[config.mk]
export PLATFORM = sky130hd
export DESIGN_NAME = dac_serial_transmitter
export DESIGN_NICKNAME = d
export VERILOG_FILES = /design/src/rtl/dac_serial_transmitter.sv
export SDC_FILE = /design/constraint.sdc
export NUM_CORES = 1
export LEC_CHECK = 0
export ABC_AREA = 1
export BUFFER_PORTS_ARGS = -buffer_cell sky130_fd_sc_hd__buf_4
export CAP_MARGIN = 20
export CORE_ASPECT_RATIO = 0.5
export CORE_MARGIN = 3
export CORE_UTILIZATION = 40
export CTS_CLUSTER_DIAMETER = 80
export CTS_CLUSTER_SIZE = 10
export DETAILED_ROUTE_END_ITERATION = 8
export PLACE_DENSITY = 0.72
export SKIP_CTS_REPAIR_TIMING = 1
export SLEW_MARGIN = 20
export SYNTH_ARGS = -nofsm -noshare
export SYNTH_HDL_FRONTEND = slang
export SYNTH_SLANG_ARGS = --single-unit
[constraint.sdc]
create_clock -name clk -period 4.25 [get_ports clk]
set_input_delay 0.85 -clock clk [delete_from_list [all_inputs] [get_ports clk]]
set_output_delay 0.85 -clock clk [all_outputs]
set_load 0.01 [all_outputs]
[src/rtl/dac_serial_transmitter.sv]
// Serial DAC word transmitter: parallel word in, MSB-first bit stream out with sclk/frame strobes.
// Optional one-word holding buffer enabled with `define DAC_TX_DOUBLE_BUFFER_EN.
//
// state    | meaning
// ---------+-----------------------------------------------------------
// ST_IDLE  | no frame in flight, serial outputs parked low
// ST_SHIFT | shifting WORD_WIDTH bits, one per CLK_DIV clk cycles
// ST_GAP   | one quiet bit period between frames
module dac_serial_transmitter #(
    parameter int WORD_WIDTH = 24,
    parameter int CLK_DIV    = 4
) (
    input  logic                  clk,
    input  logic                  reset_n,
    input  logic [WORD_WIDTH-1:0] parallel_in,
    input  logic                  load_valid,
    output logic                  load_ready,
    output logic                  dac_sclk,
    output logic                  dac_sdata,
    output logic                  dac_frame,
    output logic                  busy,
    output logic                  frame_done
);

    localparam int BIT_W = (WORD_WIDTH > 1) ? $clog2(WORD_WIDTH) : 1;
    localparam int PH_W  = $clog2(CLK_DIV);

    localparam logic [BIT_W-1:0] BIT_LAST = BIT_W'(WORD_WIDTH - 1);
    localparam logic [PH_W-1:0]  PH_LAST  = PH_W'(CLK_DIV - 1);
    localparam logic [PH_W-1:0]  PH_HALF  = PH_W'(CLK_DIV / 2);

    localparam logic [1:0] ST_IDLE  = 2'd0;
    localparam logic [1:0] ST_SHIFT = 2'd1;
    localparam logic [1:0] ST_GAP   = 2'd2;

    logic [1:0]            state_q, state_d;
    logic [WORD_WIDTH-1:0] shift_q, shift_d;
    logic [BIT_W-1:0]      bit_q, bit_d;
    logic [PH_W-1:0]       phase_q, phase_d;

    logic sclk_q, sclk_d;
    logic sdata_q, sdata_d;
    logic frame_q, frame_d;
    logic done_q, done_d;

    logic period_end;
    logic accept;
    logic direct_load;
    logic ready_c;

`ifdef DAC_TX_DOUBLE_BUFFER_EN
    logic [WORD_WIDTH-1:0] buf_q, buf_d;
    logic                  buf_full_q, buf_full_d;
    logic                  drain;
`endif

    always_comb begin
        period_end = (phase_q == PH_LAST);

`ifdef DAC_TX_DOUBLE_BUFFER_EN
        // The slot being vacated this cycle may be refilled on the same edge.
        drain       = (state_q == ST_GAP) && period_end && buf_full_q;
        ready_c     = !buf_full_q || drain;
        accept      = load_valid && ready_c;
        direct_load = accept && ((state_q == ST_IDLE) ||
                                 ((state_q == ST_GAP) && period_end && !buf_full_q));
`else
        ready_c     = (state_q == ST_IDLE);
        accept      = load_valid && ready_c;
        direct_load = accept;
`endif

        state_d = state_q;
        shift_d = shift_q;
        bit_d   = bit_q;
        phase_d = phase_q;
`ifdef DAC_TX_DOUBLE_BUFFER_EN
        buf_d      = buf_q;
        buf_full_d = buf_full_q;
`endif

        case (state_q)
            ST_IDLE: begin
                if (direct_load) begin
                    shift_d = parallel_in;
                    bit_d   = '0;
                    phase_d = '0;
                    state_d = ST_SHIFT;
                end
            end
            ST_SHIFT: begin
                phase_d = period_end ? '0 : phase_q + PH_W'(1);
                if (period_end) begin
                    shift_d = shift_q << 1;
                    if (bit_q == BIT_LAST) begin
                        bit_d   = '0;
                        state_d = ST_GAP;
                    end else begin
                        bit_d = bit_q + BIT_W'(1);
                    end
                end
            end
            ST_GAP: begin
                phase_d = period_end ? '0 : phase_q + PH_W'(1);
                if (period_end) begin
                    bit_d   = '0;
                    state_d = ST_IDLE;
`ifdef DAC_TX_DOUBLE_BUFFER_EN
                    if (buf_full_q) begin
                        shift_d = buf_q;
                        state_d = ST_SHIFT;
                    end else if (direct_load) begin
                        shift_d = parallel_in;
                        state_d = ST_SHIFT;
                    end
`endif
                end
            end
            default: begin
                state_d = ST_IDLE;
                bit_d   = '0;
                phase_d = '0;
            end
        endcase

`ifdef DAC_TX_DOUBLE_BUFFER_EN
        if (drain) begin
            buf_full_d = 1'b0;
        end
        if (accept && !direct_load) begin
            buf_d      = parallel_in;
            buf_full_d = 1'b1;
        end
`endif

        // Serial pins are registered from next-state so they never glitch.
        sclk_d  = (state_d == ST_SHIFT) && (phase_d >= PH_HALF);
        sdata_d = (state_d == ST_SHIFT) && shift_d[WORD_WIDTH-1];
        frame_d = (state_d == ST_SHIFT) && (bit_d == '0);
        done_d  = (state_d == ST_SHIFT) && (bit_d == BIT_LAST) && (phase_d == PH_LAST);
    end

    always_ff @(posedge clk) begin
        if (!reset_n) begin
            state_q <= ST_IDLE;
            shift_q <= '0;
            bit_q   <= '0;
            phase_q <= '0;
            sclk_q  <= 1'b0;
            sdata_q <= 1'b0;
            frame_q <= 1'b0;
            done_q  <= 1'b0;
        end else begin
            state_q <= state_d;
            shift_q <= shift_d;
            bit_q   <= bit_d;
            phase_q <= phase_d;
            sclk_q  <= sclk_d;
            sdata_q <= sdata_d;
            frame_q <= frame_d;
            done_q  <= done_d;
        end
    end

`ifdef DAC_TX_DOUBLE_BUFFER_EN
    always_ff @(posedge clk) begin
        if (!reset_n) begin
            buf_q      <= '0;
            buf_full_q <= 1'b0;
        end else begin
            buf_q      <= buf_d;
            buf_full_q <= buf_full_d;
        end
    end
`endif

    assign load_ready = ready_c;
    assign dac_sclk   = sclk_q;
    assign dac_sdata  = sdata_q;
    assign dac_frame  = frame_q;
    assign busy       = (state_q != ST_IDLE);
    assign frame_done = done_q;

endmodule

==> run summary <==
Status: finished clean
Share of layout cells above drive strength 1: 24.5%
CTS sink cnt: 37
Initial antenna violation count: 0
Adder-cell share of the synthesized area: 3.81%
Design Area, Final: 2330 µm²
First-pass GRT wire length: 7190 µm
Startpoint types: flop
Max-cap violations: 0
Worst Hold Depth: 2
Die H: 55.6 µm
Mux cell area share after synthesis: 0%
Largest family of logic cells by synthesized area: simple AND/OR/NAND/NOR gates
Crit path cell chain: inv_1 > ha_1 > o211ai_4 > buf_4 > a21oi_1 > a21oi_1 > nor2_1
Clock transition at path regs: 70 ps
Gp weighted congestion: 0.907
Leading area contributor after synthesis: dfxtp_1
Post-DP HPWL: 2850 µm
Peak VDD IR: 0.224 mV
Setup Viol. Count Final: 0
Most used cell, CP: a21oi_1
CTS max path bufs: 2
Fin. Hold Viols: 0
DR pass1 iterations: 4
Total Routing Usage GR: 14.7%
Critical Path RT: 4430 ps
CTS tree: built
Synth Area in Compound Gates: 17.2%
Met3 global-route usage: 3.48%
Synth Area in XOR/XNOR: 0.444%
H-tree depth reported by CTS: 2
Top Ports: 33
ANT nets after route: 0
Tcrit/Tclk final: 54.4%
Crit path DAT: 2490 ps
Hold Path Class: reg -> reg
Gr busiest metal: met2
Tmin final: 2310 ps
Initial core utilization: 43.1%
Core ar.: 4570 µm²
WP depth: 7
Vias per cell: 4.70
Worst Path Max Fanout: 33
Largest stage delay, worst path: 830 ps
WP buf/inv: 2
CP top delay family: compound AO/OA/AOI/OAI gates
Slew margin rel.: 36.5%
Number of diodes: 0
Most common cell after layout, fill and taps aside: nand2_1
Net Count, Synth: 311
Synth Register Bits: 37
Via count: 1750
Number of global-route vias before repair: 1721
Final nets: 338
Sequential fraction of the synthesis area: 37.6%
Power Dens Cells: 358 nW/µm²
Placed Area: 2200 µm²
Clk_lat worst skew: 290 ps
Instance count of the mapped netlist: 278
Buffers on Ports: 32
Routed wire per std cell: 10.7 µm
Drt drc: 0
Fmax: 0.433 GHz
Post-synth cell types: 26
Met2 Usage GRT: 24.8%
Final setup TNS: 0 ps
Leak Pwr: 0.993 nW
CP Class: reg -> reg
Ranking of synthesized cells by area: dfxtp_1 (38%), nand2_1 (15%), a21oi_1 (9.1%)
Die Wd: 105 µm
Root buf cell: clkbuf_8
Setup crit end kind: flop
Met1 usage: 18.1%
Final Skew: 7.59 ps
CTS Buf Count: 5
Avg Cell Area, Syn: 7.09 µm²
Worst-Margin Slew: 947 ps
Final Core Density: 50.9%
Grt ovf: 0
DRT iter0 DRCs: 127
Fin. max-slew vios: 0
Synth top area share: 37.6%
Largest net degree at the start of global routing: 34
RSZ-0062 raised after global routing: no
Critical-path top delay cell: o211ai_4
Area Growth Syn to Fin: 18.0%
Row count: 17
Post-Route WL: 3990 µm
Worst Reg-to-Reg Cells: 7
Post-Syn Area: 1970 µm²
Synthesis warning total: 0
Die area: 5860 µm²
Most frequent cells in the layout: nand2_1 (79), dfxtp_1 (37), a21oi_1 (36), buf_4 (33), nor2_1 (30)
Simple-gate share of the synthesized area: 30.8%
Final Power: 832 µW
## logic make-up after synthesis
| group | Yosys count |
|---|---|
| DFF | 37 |
| xor gates and xnor gates | 1 |
| buffers and inverters | 37 |
| and+or+nand+nor | 142 |
| AOI/OAI and AO/OA | 55 |
| adders and majority gates | 6 |
## stage by stage
step | std cells | hold slack [ps] | setup slack, ps
global route | 372 | 476 | 1740
detailed placement | 363 | 444 | 1920
finish | 372 | 459 | 1940
floorplan | 278 | 433 | 2570
CTS | 371 | 456 | 1900
global placement | 363 | 442 | 1990
## report_power, final
part           internal (mW)  switching, mW
Sequential             0.364        0.00943
Clock                  0.191          0.127
Combinational         0.0545         0.0872
Total                  0.609          0.223
## worst paths after layout
path	slack (ps)	start	to
setup / recovery	1940	state_q[1]$_SDFF_PN0_	shift_q[20]$_SDFFE_PN0P_
hold / removal	460	shift_q[5]$_SDFFE_PN0P_	shift_q[5]$_SDFFE_PN0P_
setup reg to reg	1940	state_q[1]$_SDFF_PN0_	shift_q[20]$_SDFFE_PN0P_
hold reg to reg	460	shift_q[5]$_SDFFE_PN0P_	shift_q[5]$_SDFFE_PN0P_
## synth_stat cells, drive strengths merged
cell type  instances
nand2             84
a21oi             50
nor2              38
dfxtp             37
inv               23
buf               13
nand3             13
ha                 6
nor3               3
o21ai              3
nand4              2
a22o               1
clkbuf             1
nand3b             1
nor2b              1
o211ai             1
xor2               1
## state kept, by name (all words and copies together) (netlist names)
register,count
bit_q,5
dac_frame,1
dac_sclk,1
dac_sdata,1
frame_done,1
phase_q,2
shift_q,24
state_q,2
## area by class of cell
type / instances / area [µm²]
Multi-Input combinational cell: 204 / 1040
Fill cell: 450 / 2250
Timing Repair Buffer: 34 / 259
Tap cell: 66 / 82.6
Inverter: 23 / 86.3
Clock inverter: 2 / 37.5
Clock buffer: 6 / 82.6
Sequential cell: 37 / 741
## worst register-to-register path, cell delays in order (launching register included)
cell      delay [ps]
dfxtp_1          370
inv_1             80
ha_1             340
o211ai_4         830
buf_4            360
a21oi_1           60
a21oi_1          120
nor2_1            50
## layer usage
layer | up-vias | wire [µm]
met1 | 778 | 2000
met4 | 0 | 49
met3 | 5 | 135
li1 | 939 | -
met5 | - | 0
met2 | 28 | 1810
Note: power is estimated with default switching activity, not from simulation.
